**src/rtl/mem_arbiter.sv**
```systemverilog
// mem_arbiter
//   Shares the single-ported, multi-cycle unified memory between the
//   instruction-fetch (IF) port and the data-memory (DM) port. Only one memory
//   transaction is in flight at a time. Read data goes back to the port that
//   won the grant, and each port gets a stall signal that holds the pipeline
//   until that port's access completes.
//
// Ports
//   clk, rst              clock; synchronous active-high reset
//   if_req, if_addr       fetch request/address (request held until if_done)
//   dm_req, dm_wr,        data request (MemEnable), 1 = store (MemWr),
//   dm_addr, dm_wdata     address and store data
//   halt                  blocks new fetch grants (an in-flight fetch finishes)
//   mem_busy              memory cannot accept an issue this cycle
//   mem_done, mem_rdata   completion pulse and read data from memory
//   mem_en, mem_wr,       registered one-cycle issue pulse with its
//   mem_addr, mem_wdata   write qualifier, address and write data
//   if_done, dm_done      registered one-cycle completion pulse per port
//   if_rdata, dm_rdata    registered read data, held until the next load
//   if_stall, dm_stall    combinational: req & ~done
module mem_arbiter #(
  parameter int STARVE_LIMIT = 4
) (
  input  logic        clk,
  input  logic        rst,
  input  logic        if_req,
  input  logic [15:0] if_addr,
  input  logic        dm_req,
  input  logic        dm_wr,
  input  logic [15:0] dm_addr,
  input  logic [15:0] dm_wdata,
  input  logic        halt,
  input  logic        mem_busy,
  input  logic        mem_done,
  input  logic [15:0] mem_rdata,
  output logic        mem_en,
  output logic        mem_wr,
  output logic [15:0] mem_addr,
  output logic [15:0] mem_wdata,
  output logic        if_done,
  output logic        dm_done,
  output logic [15:0] if_rdata,
  output logic [15:0] dm_rdata,
  output logic        if_stall,
  output logic        dm_stall
);

  localparam int CW = $clog2(STARVE_LIMIT + 1);

  typedef enum logic [1:0] {IDLE, ISSUE, WAIT, RESP} state_t;

  state_t        state;
  state_t        state_nxt;
  logic          owner_dm;
  logic          owner_wr;
  logic [CW-1:0] starve_cnt;
  logic          if_elig;
  logic          grant;
  logic          grant_dm;

  assign if_elig  = if_req & ~halt;
  assign if_stall = if_req & ~if_done;
  assign dm_stall = dm_req & ~dm_done;

  // Next state and grant decision. Requests are only looked at in IDLE; DM
  // wins unless a waiting fetch has already been passed over STARVE_LIMIT times.
  always_comb begin
    state_nxt = state;
    grant     = 1'b0;
    grant_dm  = 1'b0;
    case (state)
      IDLE: begin
        if (!mem_busy && (dm_req || if_elig)) begin
          grant     = 1'b1;
          grant_dm  = dm_req && !(if_elig && (starve_cnt == CW'(STARVE_LIMIT)));
          state_nxt = ISSUE;
        end
      end
      ISSUE:   state_nxt = WAIT;
      WAIT:    if (mem_done) state_nxt = RESP;
      RESP:    state_nxt = IDLE;
      default: state_nxt = IDLE;
    endcase
  end

  always_ff @(posedge clk) begin
    if (rst) begin
      state      <= IDLE;
      owner_dm   <= 1'b0;
      owner_wr   <= 1'b0;
      starve_cnt <= '0;
      mem_en     <= 1'b0;
      mem_wr     <= 1'b0;
      mem_addr   <= '0;
      mem_wdata  <= '0;
      if_done    <= 1'b0;
      dm_done    <= 1'b0;
      if_rdata   <= '0;
      dm_rdata   <= '0;
    end else begin
      state   <= state_nxt;
      mem_en  <= grant;
      mem_wr  <= grant & grant_dm & dm_wr;
      if_done <= 1'b0;
      dm_done <= 1'b0;

      if (grant) begin
        owner_dm  <= grant_dm;
        owner_wr  <= grant_dm & dm_wr;
        mem_addr  <= grant_dm ? dm_addr : if_addr;
        mem_wdata <= grant_dm ? dm_wdata : 16'h0000;
      end

      // Starvation counter only moves in IDLE; a DM grant counts against a
      // fetch only if that fetch could actually have been granted.
      if (state == IDLE) begin
        if (grant && !grant_dm) begin
          starve_cnt <= '0;
        end else if (grant && if_elig) begin
          if (starve_cnt != CW'(STARVE_LIMIT)) starve_cnt <= starve_cnt + CW'(1);
        end else if (!if_req) begin
          starve_cnt <= '0;
        end
      end

      // mem_done is honoured only while waiting, so stale completions vanish.
      // A store completes without touching dm_rdata.
      if (state == WAIT && mem_done) begin
        if (owner_dm) begin
          dm_done <= 1'b1;
          if (!owner_wr) dm_rdata <= mem_rdata;
        end else begin
          if_done  <= 1'b1;
          if_rdata <= mem_rdata;
        end
      end
    end
  end

endmodule

```
**config.mk**
```make
export PLATFORM = sky130hd
export DESIGN_NAME = mem_arbiter
export DESIGN_NICKNAME = d
export VERILOG_FILES = /design/src/rtl/mem_arbiter.sv
export SDC_FILE = /design/constraint.sdc
export NUM_CORES = 1
export LEC_CHECK = 0
export ABC_AREA = 1
export BUFFER_PORTS_ARGS = -buffer_cell sky130_fd_sc_hd__buf_2
export CAP_MARGIN = 20
export CORE_MARGIN = 5
export CORE_UTILIZATION = 45
export CTS_BUF_LIST = sky130_fd_sc_hd__clkbuf_4
export CTS_CLUSTER_DIAMETER = 40
export DETAILED_ROUTE_END_ITERATION = 7
export PLACE_DENSITY = 0.78
export REMOVE_ABC_BUFFERS = 1
export SYNTH_ARGS = -nofsm -noshare
export SYNTH_HDL_FRONTEND = slang
export SYNTH_SLANG_ARGS = --single-unit
```
**constraint.sdc**
```tcl
create_clock -name clk -period 2.9 [get_ports clk]
set_clock_uncertainty 0.05 [all_clocks]
set_input_delay 0.435 -clock clk [delete_from_list [all_inputs] [get_ports clk]]
set_output_delay 0.435 -clock clk [all_outputs]
set_load 0.02 [all_outputs]
```
# Yosys cells after proc, flatten, opt, wreduce, memory -nomap -nowiden
# Cells that the tools add are included.
[op_classes]
add_sub_neg = 1
n_eq_ne = 9
n_mux = 15
bitwise = 12
reduce_logical = 16
[op_table]
columns = ["cell", "count"]
rows = [
  ["$mux W16", 2],
  ["$mux W3", 4],
  ["$pmux W2 S4", 1],
  ["$and A1 B1 Y1", 6],
  ["$logic_and A1 B1 Y1", 6],
  ["$mux W1", 6],
  ["$not A1 Y1", 6],
  ["$reduce_and A3 Y1", 2],
  ["$eq A2 B2 Y1 const B", 2],
  ["$mux W2", 2],
  ["$ne A2 B2 Y1 const B", 2],
  ["$reduce_and A2 Y1", 2],
  ["$add A3 B1 Y3 const B", 1],
  ["$eq A3 B3 Y1 const B", 1],
  ["$logic_not A1 Y1", 3],
  ["$ne A3 B1 Y1 const B", 1],
  ["$ne A3 B2 Y1 const B", 1],
  ["$ne A3 B3 Y1 const B", 1],
  ["$eq A2 B1 Y1 const B", 1],
  ["$logic_not A2 Y1", 1],
  ["$reduce_or A2 Y1", 1],
  ["$logic_or A1 B1 Y1", 1],
]
[word_totals]
reg_bits = 75
in_bits = 72
out_inout_bits = 70
word_cells = 65

# Depth between registers and ports, before layout
[logic_depth]
word_depth = 11
mapped_depth = 12
depth_no_buf = 11

# Least setup slack after synthesis
# No wires, ideal clock.
[synth_timing]
path_type = "register to register"
start = "register starve_cnt[0]"
end = "register mem_addr[13]"
arrival_time_ps = 1290
required_time_ps = 2718
path_slack_ps = 1428
path_stages_with_launch = 11
path_buffers = 1
path_cell_list = "dfxtp_1 -> inv_1 -> ha_1 -> nand2_1 -> inv_1 -> nand2_1 -> nand2_2 -> buf_6 -> or2_2 -> nand2_1 -> a21oi_1"
[synth_via]
elab_chain_cells = 7
[synth_lines]
columns = ["element", "line", "source"]
rows = [
  ["start: declaration", "56", "logic [CW-1:0] starve_cnt;"],
  ["start signal: assignment", "120", "if (starve_cnt != CW'(STARVE_LIMIT)) starve_cnt <= starve_cnt + CW'(1);"],
  ["$eq A3 B3 Y1", "75", "grant_dm = dm_req && !(if_elig && (starve_cnt == CW'(STARVE_LIMIT)));"],
  ["$logic_and A1 B1 Y1", "75", ""],
  ["$logic_not A1 Y1", "75", ""],
  ["$logic_and A1 B1 Y1", "75", ""],
  ["$mux W1", "73", "if (!mem_busy && (dm_req || if_elig)) begin"],
  ["$mux W1", "71", "case (state)"],
  ["$mux W16", "110", "mem_addr <= grant_dm ? dm_addr : if_addr;"],
  ["end signal: assignment", "110", ""],
  ["end: declaration", "38", "output logic [15:0] mem_addr,"],
]
# No other way between the ends.
# A chain may end at the register's enable or synchronous reset.

# Final worst setup path
[layout_timing]
start = "register starve_cnt[0]"
end = "register mem_addr[7]"
# The elaborated chain is that of the path after synthesis.

==> summary.md <==
| Metric | Value |
|---|---|
| Status | completed |
| PD cells | 659.4 mW/mm^2 |
| Hold Path Class | input port to flip-flop |
| Flip-flop and latch area | 0.001501 mm^2 |
| Hold buffer count at cts | 0 |
| H-tree Lvls | 3 |
| Post-synthesis simple-gate area fraction | 0.2820 |
| ANT cells | 0 |
| Vias in the first global route | 2941 |
| All-Layer GR Usage | 0.1880 |
| Slew @ Worst Pin | 0.7334 ns |
| Postcts setup bufs | 0 |
| Number of fill cells | 622 |
| Leakage Power | 2.007 nW |
| Ys Warns | 0 |
| Compound-gate portion of the synthesized area | 0.1146 |
| Largest family of logic cells by synthesized area | simple AND/OR/NAND/NOR gates |
| Fmax | 0.4639 GHz |
| Setup Viol. Count Final | 0 |
| Post-CTS resize count | 0 |
| Setup tns final | 0 ns |
| Area occupied by multi-input gates | 0.001257 mm^2 |
| Count of final max-slew check failures | 0 |
| Adder-Cell Fraction of Synth Area | 0.02092 |
| Clock tree buffer depth | 2 |
| Max-cap violation count | 0 |
| Largest net degree at the start of global routing | 46 |
| Most frequent CP cell | nand2_1 |
| Core area | 0.006422 mm^2 |
| Endpoints failing hold | 0 |
| Layout cell share with drive strength beyond 1 | 0.3216 |
| RSZ-0062 raised after global routing | false |
| Synthesized area | 0.002990 mm^2 |
| Setup crit start kind | flip-flop |
| Peak supply drop | 0.4483 mV |
| Iter 0 DRT Violations | 67 |
| Post-synth EDFFs | 0 |
| CP max stage delay | 0.65 ns |
| Grt ovf | 0 |
| CTS Buf Count | 9 |
| Kind of critical path | flip-flop to flip-flop |
| Register area share after synthesis | 0.5021 |
| Max FO, Critical Path | 32 |
| Rel. slew slack | 0.5093 |
| Synth Area in XOR/XNOR | 0.002929 |
| Clk_lat worst skew | 0.38 ns |
| Min Tclk post-route | 2.155 ns |
| Commonest non-fill, non-tap cell in the layout | buf_2 |
| CP Cell Sequence | inv_1 > ha_1 > nand2_1 > inv_1 > nand2_1 > nand2_2 > nor2_4 > nand2_1 > nand3_1 > nand2_1 > inv_1 |
| Area Growth Syn to Fin | 27.87% |
| Final worst slack | 0.7445 ns |
| Drt drc | 0 |
| Number of port buffers | 141 |
| WP buf/inv | 3 |
| Die Height | 91.52 um |
| Initial Utilization | 0.4656 |
| Root buffer cell | clkbuf_4 |
| Post-synthesis mux area share | 0 |
| Die area | 0.008376 mm^2 |
| Cell count after synthesis | 403 |
| Crit share post-route | 0.7433 |
| First-pass GRT wire length | 12930 um |
| Mean Syn Cell Area | 7.420 um^2 |
| WP data arrival | 2.44 ns |
| Worst EP required | 3.18 ns |
| Die Wd | 91.52 um |
| CP top delay family | simple AND/OR/NAND/NOR gates |
| Ys async rst share | 0 |
| Nets | 613 |
| Netlist cell types | 23 |
| RePlAce Congestion | 0.7523 |
| Most frequent cells in the layout | buf_2 (141), nand2_1 (91), dfxtp_1 (75), nor2_1 (74), o21ai_0 (35) |
| Vias | 3012 |
| Via density | 4.874 |
| # IOs | 142 |
| Pre-antenna DRT Iters | 4 |
| Total Wirelength | 8114 um |
| Dpl ws | 0.7527 ns |
| Clock-pin slew of the registers on the worst-case setup and hold paths | 0.12 ns |
| DR WL/cell | 13.13 um |
| TritonCTS clock tree | yes |
| Cell with the largest stage delay on the worst path | nor2_4 |
| #FFs+latches synth | 75 |
| Initial antenna violation count | 0 |
| Top_reg_cell synth | dfxtp_1 |
| HPWL after DPL | 5940 um |
| CP endpoint kind | flip-flop |
| Routed Antenna Nets | 0 |
| Clock Sinks | 75 |
| # rows | 29 |
worst min-delay path, cell delays in order:
cell and delay [ns]:
buf_2 0.08, nor2_1 0.04, nor2_1 0.09
layout make-up:
type	count	area share
Multi-Input combinational cell	276	0.3289
Clock buffer	10	0.01963
Sequential cell	75	0.3927
Clock inverter	6	0.01473
Timing Repair Buffer	143	0.1885
Tap cell	77	0.02520
Inverter	31	0.03043
flip-flops by register name, indices dropped and copies added, names as in the netlist:
name        cells
starve_cnt      3
if_done         1
dm_done         1
mem_wdata      16
mem_wr          1
mem_addr       16
dm_rdata       16
owner_dm        1
mem_en          1
if_rdata       16
owner_wr        1
state           2
report_power, final:
part           internal [mW]  switching, mW
clock                  0.266          0.346
sequential              1.15         0.0583
combinational          0.233          0.464
total                   1.65          0.869
per-layer routing:
layer	up-vias	track usage	part of all wire	wire length [um]
met3	6	0.08430	0.11	906
met4	0	0.06281	0.0089	72
li1	1534	-	-	-
met2	120	0.3274	0.47	3791
met5	-	0	0	0
met1	1352	0.2020	0.41	3343
final timing paths:
kind | startpoint | endpoint | slack [ns] | depth (start not counted)
worst min-delay path | mem_rdata[14] | if_rdata[14] | 0.24 | 3
worst min register to register | mem_wdata[15] | mem_wdata[15] | 0.42 | 2
worst max register to register | starve_cnt[0] | mem_addr[7] | 0.74 | 11
worst max-delay path | starve_cnt[0] | mem_addr[7] | 0.74 | 11
per-stage QoR:
step	hold slack (ns)	instance area, um^2	instances	util	power, mW
2_1_floorplan	0.3897	2875	382	-	1.669
3_3_place_gp	0.3992	3692	602	0.5749	1.909
3_5_place_dp	0.4036	3692	602	0.5749	1.936
4_1_cts	0.2007	3824	618	0.5954	2.552
5_1_grt	0.2063	3824	618	0.5954	2.678
6_report	0.2370	3824	618	0.5954	2.521
synthesized netlist by cell type (2+ instances only):
master / number / area (um^2)
inv_1: 26 / 97.59
nand3_1: 25 / 125.1
or2_2: 4 / 25.02
o21ai_0: 35 / 175.2
buf_4: 4 / 30.03
clkbuf_1: 8 / 30.03
nand2_2: 2 / 12.51
ha_1: 5 / 62.56
a21oi_1: 32 / 160.2
inv_2: 5 / 18.77
nor2_4: 2 / 22.52
dfxtp_1: 75 / 1501
nor2_1: 74 / 277.8
buf_2: 5 / 25.02
nand2_1: 91 / 341.6
buf_1: 2 / 7.510
buf_6: 2 / 22.52
cell families after synthesis:
group | Yosys count
xor gates and xnor gates | 1
buffers and inverters | 52
adders and majority gates | 5
AOI/OAI and AO/OA | 68
DFF | 75
and+or+nand+nor | 202
Power figures use the tool's default switching activity.
